### config.mk
export PLATFORM = sky130hd
export DESIGN_NAME = binary_to_bcd_digits
export DESIGN_NICKNAME = d
export VERILOG_FILES = /design/src/rtl/display_pkg.sv /design/src/rtl/bcd_digit_adjust.sv /design/src/rtl/binary_to_bcd_digits.sv
export SDC_FILE = /design/constraint.sdc
export NUM_CORES = 1
export LEC_CHECK = 0
export BUFFER_PORTS_ARGS = -buffer_cell sky130_fd_sc_hd__buf_2
export CORE_ASPECT_RATIO = 1.4
export CORE_UTILIZATION = 30
export DETAILED_ROUTE_END_ITERATION = 12
export REMOVE_ABC_BUFFERS = 1
export SKIP_CTS_REPAIR_TIMING = 1
export SYNTH_ARGS = -nofsm -noshare
export SYNTH_HDL_FRONTEND = slang
export SYNTH_HIERARCHICAL = 1
export SYNTH_SLANG_ARGS = --single-unit
### constraint.sdc
create_clock -name clk -period 1.95 [get_ports clk]
set_input_delay 0 -clock clk [delete_from_list [all_inputs] [get_ports clk]]
set_output_delay 0 -clock clk [all_outputs]
set_load 0.01 [all_outputs]
### src/rtl/display_pkg.sv
`default_nettype none
// +------------------------------------------------------------------+
// | display_pkg : shared types/constants for the BCD display path    |
// | Rev 1.0                                                          |
// +------------------------------------------------------------------+
package display_pkg;

    localparam int         BCD_DIGIT_W = 4;
    localparam logic [3:0] BCD_NINE    = 4'd9;

    typedef enum logic [1:0] {
        IDLE   = 2'd0,
        SHIFT  = 2'd1,
        FINISH = 2'd2
    } conv_state_t;

endpackage : display_pkg
`default_nettype wire

### src/rtl/bcd_digit_adjust.sv
`default_nettype none
// +------------------------------------------------------------------+
// | bcd_digit_adjust : double-dabble add-3 correction for one digit  |
// | Rev 1.0                                                          |
// +------------------------------------------------------------------+
module bcd_digit_adjust
    import display_pkg::*;
(
    input  logic [BCD_DIGIT_W-1:0] digit_in,
    output logic [BCD_DIGIT_W-1:0] digit_out
);

    assign digit_out = (digit_in >= 4'd5) ? (digit_in + 4'd3) : digit_in;

endmodule : bcd_digit_adjust
`default_nettype wire

### src/rtl/binary_to_bcd_digits.sv
`default_nettype none
// +------------------------------------------------------------------+
// | binary_to_bcd_digits : sequential double-dabble converter with   |
// | sign, overflow saturation and leading-zero blanking. Rev 1.0     |
// +------------------------------------------------------------------+
module binary_to_bcd_digits
    import display_pkg::*;
#(
    parameter int BIN_WIDTH  = 16,
    parameter int NUM_DIGITS = 4,
    parameter bit SIGNED     = 1'b0
) (
    input  logic                              clk,
    input  logic                              reset,
    input  logic                              start,
    input  logic [BIN_WIDTH-1:0]              binary,
    output logic                              ready,
    output logic                              done,
    output logic [BCD_DIGIT_W*NUM_DIGITS-1:0] digits,
    output logic [NUM_DIGITS-1:0]             blank,
    output logic                              negative,
    output logic                              overflow
);

    localparam int CNT_W = $clog2(BIN_WIDTH + 1);
    localparam int SCR_W = BCD_DIGIT_W * NUM_DIGITS;
    localparam logic [NUM_DIGITS-1:0] BLANK_RESET = ~NUM_DIGITS'(1);

    conv_state_t          r_state;
    conv_state_t          w_next_state;
    logic [BIN_WIDTH-1:0] r_shift;
    logic [BIN_WIDTH-1:0] w_magnitude;
    logic [SCR_W-1:0]     r_scratch;
    logic [SCR_W-1:0]     w_adjusted;
    logic [SCR_W-1:0]     w_final_digits;
    logic [NUM_DIGITS-1:0] w_blank;
    logic [CNT_W-1:0]     r_count;
    logic                 r_neg;
    logic                 r_ovf;
    logic                 w_is_neg;

    generate
        for (genvar d = 0; d < NUM_DIGITS; d++) begin : g_digit
            bcd_digit_adjust u_adjust (
                .digit_in  (r_scratch [d*BCD_DIGIT_W +: BCD_DIGIT_W]),
                .digit_out (w_adjusted[d*BCD_DIGIT_W +: BCD_DIGIT_W])
            );
        end
    endgenerate

    // Negating in BIN_WIDTH bits maps the most negative value onto its true magnitude.
    assign w_is_neg    = SIGNED && binary[BIN_WIDTH-1];
    assign w_magnitude = w_is_neg ? (~binary + BIN_WIDTH'(1)) : binary;

    assign w_final_digits = r_ovf ? {NUM_DIGITS{BCD_NINE}} : r_scratch;

    always_comb begin
        w_blank    = '0;
        for (int i = 1; i < NUM_DIGITS; i++) begin
            w_blank[i] = ((w_final_digits >> (BCD_DIGIT_W * i)) == '0);
        end
    end

    // State register
    always_ff @(posedge clk) begin
        if (reset) begin
            r_state <= IDLE;
        end else begin
            r_state <= w_next_state;
        end
    end

    // Next-state logic
    always_comb begin
        w_next_state = r_state;
        case (r_state)
            IDLE:    if (start) w_next_state = SHIFT;
            SHIFT:   if (r_count == '0) w_next_state = FINISH;
            FINISH:  w_next_state = IDLE;
            default: w_next_state = IDLE;
        endcase
    end

    // Output logic
    always_comb begin
        ready = (r_state == IDLE);
    end

    always_ff @(posedge clk) begin
        if (reset) begin
            r_shift   <= '0;
            r_scratch <= '0;
            r_count   <= '0;
            r_neg     <= 1'b0;
            r_ovf     <= 1'b0;
            done      <= 1'b0;
            digits    <= '0;
            blank     <= BLANK_RESET;
            negative  <= 1'b0;
            overflow  <= 1'b0;
        end else begin
            done <= 1'b0;
            case (r_state)
                IDLE: begin
                    if (start) begin
                        r_shift   <= w_magnitude;
                        r_neg     <= w_is_neg;
                        r_scratch <= '0;
                        r_ovf     <= 1'b0;
                        r_count   <= CNT_W'(BIN_WIDTH - 1);
                    end
                end
                SHIFT: begin
                    // A carry out of the top digit means the value cannot be shown.
                    r_scratch <= {w_adjusted[SCR_W-2:0], r_shift[BIN_WIDTH-1]};
                    r_shift   <= {r_shift[BIN_WIDTH-2:0], 1'b0};
                    r_ovf     <= r_ovf | w_adjusted[SCR_W-1];
                    r_count   <= r_count - CNT_W'(1);
                end
                FINISH: begin
                    digits   <= w_final_digits;
                    blank    <= w_blank;
                    negative <= r_neg;
                    overflow <= r_ovf;
                    done     <= 1'b1;
                end
                default: ;
            endcase
        end
    end

endmodule : binary_to_bcd_digits
`default_nettype wire

---- Yosys cells after proc, flatten, opt, wreduce, memory -nomap -nowiden ----
Index checks and enable logic that the tools add are counted.
cells by class
  reductions and logical operators ........ 8
  bitwise operators ....................... 1
  equal/unequal tests ..................... 4
  $lt $le $gt $ge ......................... 4
  mux-type cells .......................... 17
  add/sub/neg operators ................... 5
operator list
  kind                                                                                 number
  16-bit one-hot mux with 2 select lines                                               2
  16-bit zero test                                                                     3
  16-bit two-way mux                                                                   3
  4-bit by 2-bit adder with 4-bit output, second input constant                        4
  4-bit by 3-bit greater-or-equal comparator with 1-bit output, second input constant  4
  4-bit two-way mux                                                                    4
  5-bit one-hot mux with 2 select lines                                                1
  5-bit zero test                                                                      1
  5-bit two-way mux                                                                    1
  5-bit by 1-bit subtractor with 5-bit output, second input constant                   1
  2-bit two-way mux                                                                    2
  2-bit != test, second input constant                                                 2
  2-bit one-hot mux with 2 select lines                                                1
  2-bit AND reduction                                                                  2
  2-bit by 1-bit equality test with 1-bit output, second input constant                1
  2-bit equality test, second input constant                                           1
  2-bit zero test                                                                      1
  1-bit two-way mux                                                                    2
  1-bit one-hot mux with 2 select lines                                                1
  2-bit nonzero test                                                                   1
  1-bit bitwise OR                                                                     1
storage, ports and cells
  register bits ........................... 61
  input port bits ......................... 19

---- Depth between registers and ports, before layout ----
Gate-level depths: netlist of the first run.
  word-level depth ........................ 4
  mapped depth ............................ 8
  mapped depth without buffers ............ 8

---- Cells and area by module ----
Netlist of the first run, hierarchy kept.
modules (own cells, without submodules)
  module                area each (um^2)  cells an instance  times used  seq. area each (um^2)
  binary_to_bcd_digits  2484.9            295                1           1221.2
  bcd_digit_adjust      101.3             16                 4           0.0

---- Worst setup path before layout of the first run ----
OpenSTA, ideal clock, no wires.
  kind .................................... reg2reg
  from .................................... register r_scratch[13]
  to ...................................... register r_scratch[14]
  stages on the path, launching flop included .. 7
  path slack .............................. 0.635 ns
  period minus slack after synthesis ...... 1.315 ns
  arrival time ............................ 1.198 ns
  data required time ...................... 1.833 ns
  path through ............................ dfxtp_1 -> inv_1 -> ha_1 -> nand2b_1 -> a21oi_2 -> mux2i_1 -> a22o_1
between the ends
  longest elaborated chain between the ends .. 3
  elaborated cells on any way between the ends .. 4
  classes of those cells .................. 1 x add/sub; 1 x order compare; 2 x mux
RTL lines
  item                                                                                                                           RTL line                     source
  start, declared                                                                                                                binary_to_bcd_digits.sv:33   logic [SCR_W-1:0] r_scratch;
  start signal, assigned                                                                                                         binary_to_bcd_digits.sv:115  r_scratch <= {w_adjusted[SCR_W-2:0], r_shift[BIN_WIDTH-1]};
  4-bit by 2-bit adder with 4-bit output / 4-bit by 3-bit greater-or-equal comparator with 1-bit output (equally long branches)  bcd_digit_adjust.sv:13       assign digit_out = (digit_in >= 4'd5) ? (digit_in + 4'd3) : digit_in;
  4-bit two-way mux *                                                                                                            bcd_digit_adjust.sv:13
  net w_adjusted[13]                                                                                                             binary_to_bcd_digits.sv:34   logic [SCR_W-1:0] w_adjusted;
  16-bit one-hot mux with 2 select lines *                                                                                       binary_to_bcd_digits.sv:103  case (r_state)
Mark *: on every way through the listed nets, which the timed path passes. The rest lies on a longest branch.
A chain may end at the register's enable or synchronous reset.

---- Worst setup path in the final report of the first run ----
  from .................................... register r_scratch[9]
  to ...................................... register r_scratch[10]
The elaborated chain is that of the path after synthesis.

==> qor.txt, run 1 <==
Combinational Power Share: 10.5%
Root Driver: clkbuf_16
FF-to-FF setup slack: 0.44 ns
Die ar.: 0.0100 mm^2
Synth area leader: dfxtp_1
Failing checks: design-rule violations
DR vias/cell: 4.88
Crit-path cells: inv_1 -> ha_1 -> nand2b_1 -> a21oi_2 -> mux2i_1 -> a22o_1
Dpl cell area: 0.00319 mm^2
CTS clk-pin slew, worst paths: 0.05 ns
Pin count of the biggest net entering global routing: 25
Required time worst endpoint: 2.22 ns
Final nets: 427
Critical path peak fanout: 5
Clk Latency, worst-skew pair: 0.33 ns
Hold_sp: reset
Endpoints failing hold: 0
RR Endpoint: r_scratch[10]$_SDFFE_PP0P_
WL/cell: 13.0 um
Net Sw Frac: 25.0%
Clock power frac: 46.8%
Initial antenna violation count: 0
TritonCTS clock tree: done
Critical Path AT: 1.78 ns
Sink Count: 61
Clock Path Buffers: 2
Number of global-route vias before repair: 2410
Cts bufs inserted: 9
# IOs: 43
Startpoint Class: register
Yosys warns: 6
Critical path capture point type: register
Setup CP Type: register to register
Iteration-0 DRC Markers: 111
Area growth from synthesis to layout: 19.9%
Hold depth: 2
Sequential power share: 42.8%
FF+latch count, synth: 61
Post-Layout Inst Area: 0.00346 mm^2
Max Fclk: 0.664 GHz
Global-route wire length before repair: 11500 um
Seq/Total Area, Yosys: 42.3%
Reg2reg path depth: 6
Slew Viols, Final: 0
Routability Congestion: 0.768
Core Region: 0.00941 mm^2
Worst Skew: 0.00669 ns
LEAKAGE: 1.53 nW
VDD IR max: 0.466 mV
Final Setup Violations: 0
DR pass1 iterations: 11
Port Buffers: 40
Final Cycle Share: 77.2%
Pwr Density: 911 mW/mm^2
Hold Path Sink: overflow$_SDFFE_PP0P_
Hold WC Path Type: input port to register
Ant. Diodes: 0
Sw power: 0.788 mW
CTS HTree Levels: 3
Overflow after GRT: 0
WL final: 6670 um
Int Pwr: 2.37 mW
Area share of the largest cell type after synthesis: 42.3%
Die Width: 85.0 um
Detailed Place HPWL: 4530 um
Syn Area/Cell: 8.05 um^2
RSZ-0062 raised after global routing: no
GRT Util Overall: 14.5%
Worst r2r src: r_scratch[9]$_SDFFE_PP0P_
Slowest CP cell: dfxtp_1
Row cnt: 42
Detail Route Antenna Nets: 0
Initial Utilization: 30.7%
Share of post-route cells with drive strength above 1: 18.8%
Hold_ws: 0.0616 ns
DRC Markers: 7
Fin crit period: 1.51 ns
Synth area leaders: dfxtp_1, nor2_1, nor3_1, a21oi_1, a22o_1
Yosys cell types: 39
Synthesized area: 0.00289 mm^2
Die Y: 118 um
Status: finished, violations left
DR vias: 2507
Worst path max stage delay: 0.41 ns
Post-Syn Instances: 359
MaxCap Viol Count: 0
==> routing by layer <==
| metal | share of wire (%) | routed length [um] | GRT usage, % |
|---|---|---|---|
| met1 | 44 | 2950 | 17.6 |
| met2 | 49 | 3240 | 23.9 |
| met3 | 5.8 | 388 | 4.12 |
| met4 | 1.4 | 95 | 5.51 |
| met5 | 0 | 0 | 0 |
==> metrics by stage <==
| stage | power [mW] | utilization, % | setup TNS, ns | std cells | setup slack [ns] |
|---|---|---|---|---|---|
| global route | 3.30 | 36.8 | 0 | 514 | 0.302 |
| detailed placement | 1.71 | 33.9 | 0 | 498 | 0.474 |
| global placement | 1.70 | 33.9 | 0 | 498 | 0.510 |
| finish | 3.16 | 36.8 | 0 | 514 | 0.445 |
| CTS | 3.20 | 36.8 | 0 | 514 | 0.449 |
| floorplan | 1.58 | - | -2.44 | 335 | -0.145 |
==> flip-flops by register name, summed over array words and instances, names as in the netlist <==
register   cells
blank          3
r_shift       16
r_count        5
r_ovf          1
overflow       1
r_scratch     16
digits        16
done           1
r_state        2
==> placed cells by master (no fill, tap or decap), drive strengths merged, types with 4 or more instances in the layout <==
master and n:
nor2 72, dfxtp 61, buf 53, a21oi 33, nor3 30, nand2 21, nor2b 17, a22o 16
inv 14, clkbuf 12, o21ai 12, nand2b 10, ha 9, a211oi 7, and3 7, mux2i 4
xnor2 4
==> final cells by class <==
type / instances / area, um^2
Fill cell: 978 / 5940
Multi-Input combinational cell: 260 / 1480
Sequential cell: 61 / 1220
Timing Repair Buffer: 53 / 298
Clock buffer: 12 / 256
Tap cell: 110 / 138
Inverter: 14 / 52.6
Clock inverter: 4 / 22.5
==> logic make-up (layout without fill, tap and decap cells) <==
| logic type | count (synthesis) | in the layout | synth area share, % |
|---|---|---|---|
| compound gates | 72 | 72 | 16.1 |
| xor+xnor | 4 | 4 | 1.21 |
| fa+ha+maj | 9 | 9 | 3.90 |
| buf+inv | 39 | 83 | 6.80 |
| flops | 61 | 61 | 42.3 |
| mux | 4 | 4 | 1.39 |
| other cells | 1 | 2 | 0.130 |
| simple gates | 169 | 169 | 28.2 |
==> worst max path at each step <==
stage	startpoint	to	slack (ns)	depth (start not counted)
6_report	r_scratch[9]$_SDFFE_PP0P_	r_scratch[10]$_SDFFE_PP0P_	0.44	6
5_1_grt	r_state[0]$_SDFFE_PP0P_	r_scratch[3]$_SDFFE_PP0P_	0.30	5
4_1_cts	r_count[0]$_SDFFE_PP0P_	r_count[4]$_SDFFE_PP0P_	0.45	6
3_5_place_dp	r_scratch[9]$_SDFFE_PP0P_	r_scratch[10]$_SDFFE_PP0P_	0.47	6
3_3_place_gp	r_scratch[9]$_SDFFE_PP0P_	r_scratch[10]$_SDFFE_PP0P_	0.51	6
2_1_floorplan	r_state[0]$_SDFFE_PP0P_	r_scratch[0]$_SDFFE_PP0P_	-0.15	3
==> synth_stat cells <==
master and instances:
a211oi_1 7, a21oi_1 29, a21oi_2 4, a221o_1 1, a221oi_1 1, a22o_1 16
a31oi_1 1, and2_1 1, and3_1 7, buf_1 1, buf_2 10, buf_4 8
buf_6 1, clkbuf_1 5, conb_1 1, dfxtp_1 61, ha_1 9, inv_1 14
mux2i_1 4, nand2_1 21, nand2b_1 10, nand3_1 1, nand3b_1 3, nand4_1 1
nor2_1 69, nor2_2 1, nor2_4 2, nor2b_1 16, nor2b_2 1, nor3_1 30
nor3b_1 2, nor4_1 1, o21ai_0 8, o21ai_1 4, o31ai_1 1, or2_1 1
or3b_1 1, or4_1 1, xnor2_1 4
==> worst max-delay path: cells and delay by family (launching register included) <==
family / cells / cell delay, ns
and+or+nand+nor: 1 / 0.17
muxes: 1 / 0.23
adders and majority gates: 1 / 0.18
AOI/OAI and AO/OA: 2 / 0.35
buffers and inverters: 1 / 0.11
DFF: 1 / 0.41
==> power groups by stage <==
stage,logic [mW],registers (mW),clock network (mW)
2_1_floorplan,0.196,1.39,0
3_3_place_gp,0.327,1.37,0
3_5_place_dp,0.332,1.38,0
4_1_cts,0.335,1.35,1.51
5_1_grt,0.379,1.36,1.56
6_report,0.330,1.35,1.48
Power figures use the tool's default switching activity.
==> inputs of run 2 (changes only) <==
Clock period 1.95 ns to 1.4 ns, I/O delays scaled along.
==> qor.txt, run 2 (synthesis results as in run 1) <==
LEAKAGE: 1.63 nW
Hold_sp: reset
Crit. Startpoint: r_state[1]$_SDFFE_PP0P_
VDD IR max: 0.624 mV
Combinational Power Share: 11.8%
Metal1 wirelength: 3190 um
Filler cells: 969
Dpl cell area: 0.00332 mm^2
Detail Route Antenna Nets: 0
Root Driver: clkbuf_16
WL met3: 245 um
Global-route wire length before repair: 11300 um
GRT Util Overall: 14.2%
Storage element area: 0.00124 mm^2
Most frequent cells in the layout: nor2_1, dfxtp_1, buf_2
Cts bufs inserted: 9
Failing checks: design-rule violations
Iteration-0 DRC Markers: 108
Worst Skew: 0.00647 ns
Number of global-route vias before repair: 2379
Clk Latency, worst-skew pair: 0.32 ns
Critical path peak fanout: 15
DR pass1 iterations: 10
Pin count of the biggest net entering global routing: 31
Slew Viols, Final: 0
Pwr Density: 1180 mW/mm^2
Worst r2r src: r_scratch[5]$_SDFFE_PP0P_
# IOs: 43
Largest regs: digits (16), r_scratch (16), r_shift (16)
Routability Congestion: 0.781
Detailed Place HPWL: 4520 um
WL final: 6790 um
Area growth from synthesis to layout: 27.8%
Critical Path AT: 1.35 ns
RSZ-0062 raised after global routing: yes
Commonest non-fill, non-tap cell in the layout: nor2_1
TritonCTS clock tree: done
CTS HTree Levels: 3
DRC Markers: 7
Port Buffers: 40
Post-Layout Inst Area: 0.00369 mm^2
Critical path capture point type: output port
Setup CP Type: register to output port
Die Width: 85.0 um
Share of post-route cells with drive strength above 1: 27.3%
Clock power frac: 45.0%
Final Setup Violations: 0
MaxCap Viol Count: 0
Die Y: 118 um
Overflow after GRT: 0
DR vias: 2569
Sw power: 1.07 mW
Final Util: 39.3%
Endpoints failing hold: 0
Row cnt: 42
CTS clk-pin slew, worst paths: 0.05 ns
Initial antenna violation count: 0
Status: finished, violations left
Clock Path Buffers: 2
Final nets: 445
Final Cycle Share: 96.3%
WL/cell: 12.8 um
Max Fclk: 0.742 GHz
Hold WC Path Type: input port to register
Uppermost routed layer: met4
Met2 wire len: 3240 um
Net Sw Frac: 24.6%
DR vias/cell: 4.84
Core Region: 0.00941 mm^2
Sequential power share: 43.2%
Required time worst endpoint: 1.40 ns
Multi-input logic area: 0.00156 mm^2
Ant. Diodes: 0
Int Pwr: 3.29 mW
Sink Count: 61
Startpoint Class: register
Fin crit period: 1.35 ns
Setup ws final: 0.0515 ns
Die ar.: 0.0100 mm^2
Worst slack, placed: -0.0628 ns
Hold_ws: 0.0167 ns
Initial Utilization: 30.7%
## run 2: cell count changes in the layout (fill, tap and decap cells not counted), sizes merged
cell	delta
buf	+18
clkbuf	+1
clkinv	-1
clkinvlp	-1
## run 2: routing by layer
metal  GRT usage (%)  vias up
met2            22.1       47
met4            6.04        0
li1                -     1328
met3            4.19        7
met1            18.0     1187
met5               0        -
## run 2: worst max-delay path: stages, from the launching register on
cell	delay [ns]
dfxtp_1	0.42
buf_4	0.26
buf_4	0.17
nor2_1	0.05
buf_2	0.13
## run 2: cell type report
| type | count | area share [%] |
|---|---|---|
| clock buffer | 13 | 6.77 |
| inverter | 14 | 1.42 |
| multi-input combinational | 260 | 42.1 |
| clock inverter | 2 | 0.271 |
| tap | 110 | 3.73 |
| timing repair buffer | 71 | 12.3 |
| sequential | 61 | 33.5 |
## run 2: per-stage QoR
| step | power (mW) | TNS [ns] | cells |
|---|---|---|---|
| final | 4.36 | 0 | 531 |
| after global routing | 4.59 | -0.0517 | 531 |
| after CTS | 4.39 | -0.315 | 529 |
| after detailed placement | 2.41 | -0.236 | 514 |
| after global placement | 2.39 | 0 | 514 |
| after floorplan | 2.20 | -21.87 | 335 |
## run 2: final timing paths
kind	end	slack, ns	cells after the start
max reg2reg	r_scratch[6]$_SDFFE_PP0P_	0.05	6
min reg2reg	r_count[0]$_SDFFE_PP0P_	0.46	1
max	ready	0.05	4
min	digits[1]$_SDFFE_PP0P_	0.02	2
## run 2: power groups by stage
stage                     registers, mW  clock network, mW  logic (mW)
after CTS                          1.88               2.02       0.495
after floorplan                    1.93                  0       0.273
after global routing               1.89               2.11       0.582
after detailed placement           1.91                  0       0.493
final                              1.88               1.96       0.515
after global placement             1.91                  0       0.483
==> inputs of run 3 (changes only) <==
Settings changed: CTS_BUF_LIST from default to sky130_fd_sc_hd__clkbuf_16.
==> qor.txt, run 3 (synthesis results as in run 1) <==
Status: finished, violations left
Failing checks: design-rule violations
GRT Util Overall: 14.2%
Final Cycle Share: 96.5%
Slowest CP cell: dfxtp_2
Area growth from synthesis to layout: 27.5%
TritonCTS clock tree: done
CTS clk-pin slew, worst paths: 0.05 ns
Critical path capture point type: register
MaxCap Viol Count: 0
Post-Layout Inst Area: 0.00368 mm^2
Worst path max stage delay: 0.34 ns
Share of post-route cells with drive strength above 1: 27.1%
# IOs: 43
GRT met1 Usage: 18.0%
Number of global-route vias before repair: 2379
Slew Viols, Final: 0
DRC Markers: 7
Final nets: 445
Met2 GRT Util: 22.1%
Clock Path Buffers: 2
Ant. Diodes: 0
DR vias: 2571
Commonest non-fill, non-tap cell in the layout: nor2_1
Cell class contributing the biggest share of worst-path delay: flip-flops
LEAKAGE: 1.63 nW
Cts bufs inserted: 9
Worst Skew: 0.00663 ns
Largest regs: digits (16), r_scratch (16), r_shift (16)
Row cnt: 42
Critical path peak fanout: 3
Overflow after GRT: 0
CTS HTree Levels: 3
Detail Route Antenna Nets: 0
Dpl cell area: 0.00332 mm^2
Startpoint Class: register
GR peak layer: met2
Required time worst endpoint: 1.67 ns
DR pass1 iterations: 8
DR vias/cell: 4.84
Global-route wire length before repair: 11300 um
Sink Count: 61
Clk Latency, worst-skew pair: 0.32 ns
Core Region: 0.00941 mm^2
Iteration-0 DRC Markers: 108
Endpoints failing hold: 0
Most frequent cells in the layout: nor2_1, dfxtp_1, buf_2
Multi-input logic area: 0.00156 mm^2
Setup ws final: 0.0495 ns
Setup CP Type: register to register
Port Buffers: 40
Routability Congestion: 0.781
Worst slack, placed: -0.0628 ns
Grt met3 use: 4.19%
Die Y: 118 um
Crit-path cells: inv_2 -> ha_1 -> nand2b_4 -> a21oi_4 -> mux2i_1 -> a22o_1
Detailed Place HPWL: 4520 um
Storage element area: 0.00124 mm^2
Hold_ws: 0.0167 ns
Die ar.: 0.0100 mm^2
Max Fclk: 0.740 GHz
Pwr Density: 1160 mW/mm^2
Root Driver: clkbuf_16
VDD IR max: 0.624 mV
Hold WC Path Type: input port to register
Initial antenna violation count: 0
WL final: 6780 um
Final Setup Violations: 0
RSZ-0062 raised after global routing: yes
Pin count of the biggest net entering global routing: 31
Die Width: 85.0 um
Fin crit period: 1.35 ns
Filler cells: 971
Critical Path AT: 1.62 ns
Initial Utilization: 30.7%
WL/cell: 12.8 um
Buffers and inverters on the worst path: 1
==> run 3: cell types whose count changed in the layout (fill, tap and decap cells not counted), sizes merged <==
cell / before / now
clkbuf: 13 / 9
clkinv: 2 / 3
inv: 14 / 17
==> run 3: layout make-up <==
cell class	count	area share (%)
sequential	61	33.5
clock inverter	6	0.679
clock buffer	9	6.11
multi-input combinational	260	42.2
inverter	14	1.43
timing repair buffer	71	12.3
tap	110	3.74
==> run 3: layer usage <==
| layer | up-vias | wire length [um] | part of all wire, % |
|---|---|---|---|
| li1 | 1327 | - | - |
| met1 | 1189 | 3190 | 47 |
| met2 | 48 | 3220 | 47 |
| met3 | 7 | 258 | 3.8 |
| met4 | 0 | 110 | 1.6 |
| met5 | - | 0 | 0 |
==> run 3: worst paths after layout <==
path                             startpoint                        end  slack [ns]  cells past startpoint
setup reg to reg  r_scratch[5]$_SDFFE_PP0P_  r_scratch[6]$_SDFFE_PP0P_        0.05                      6
hold reg to reg     r_count[0]$_SDFFE_PP0P_    r_count[0]$_SDFFE_PP0P_        0.46                      1
hold / removal                        reset     digits[1]$_SDFFE_PP0P_        0.02                      2
setup / recovery  r_scratch[5]$_SDFFE_PP0P_  r_scratch[6]$_SDFFE_PP0P_        0.05                      6
==> run 3: through the flow <==
| step | std cells | power (mW) | utilization (%) | setup TNS (ns) |
|---|---|---|---|---|
| final | 531 | 4.28 | 39.2 | 0 |
| after global routing | 531 | 4.51 | 39.2 | -0.0517 |
| after CTS | 529 | 4.32 | 37.9 | -0.316 |
| after detailed placement | 514 | 2.41 | 35.3 | -0.236 |
| after global placement | 514 | 2.39 | 35.3 | 0 |
| after floorplan | 335 | 2.20 | - | -21.87 |
==> run 3: power by group <==
part | leakage, nW | switching (mW) | total, mW | internal, mW
logic | 0.996 | 0.284 | 0.515 | 0.231
clock network | 0.136 | 0.727 | 1.88 | 1.15
registers | 0.501 | 0.0555 | 1.88 | 1.83
total | 1.63 | 1.07 | 4.28 | 3.21
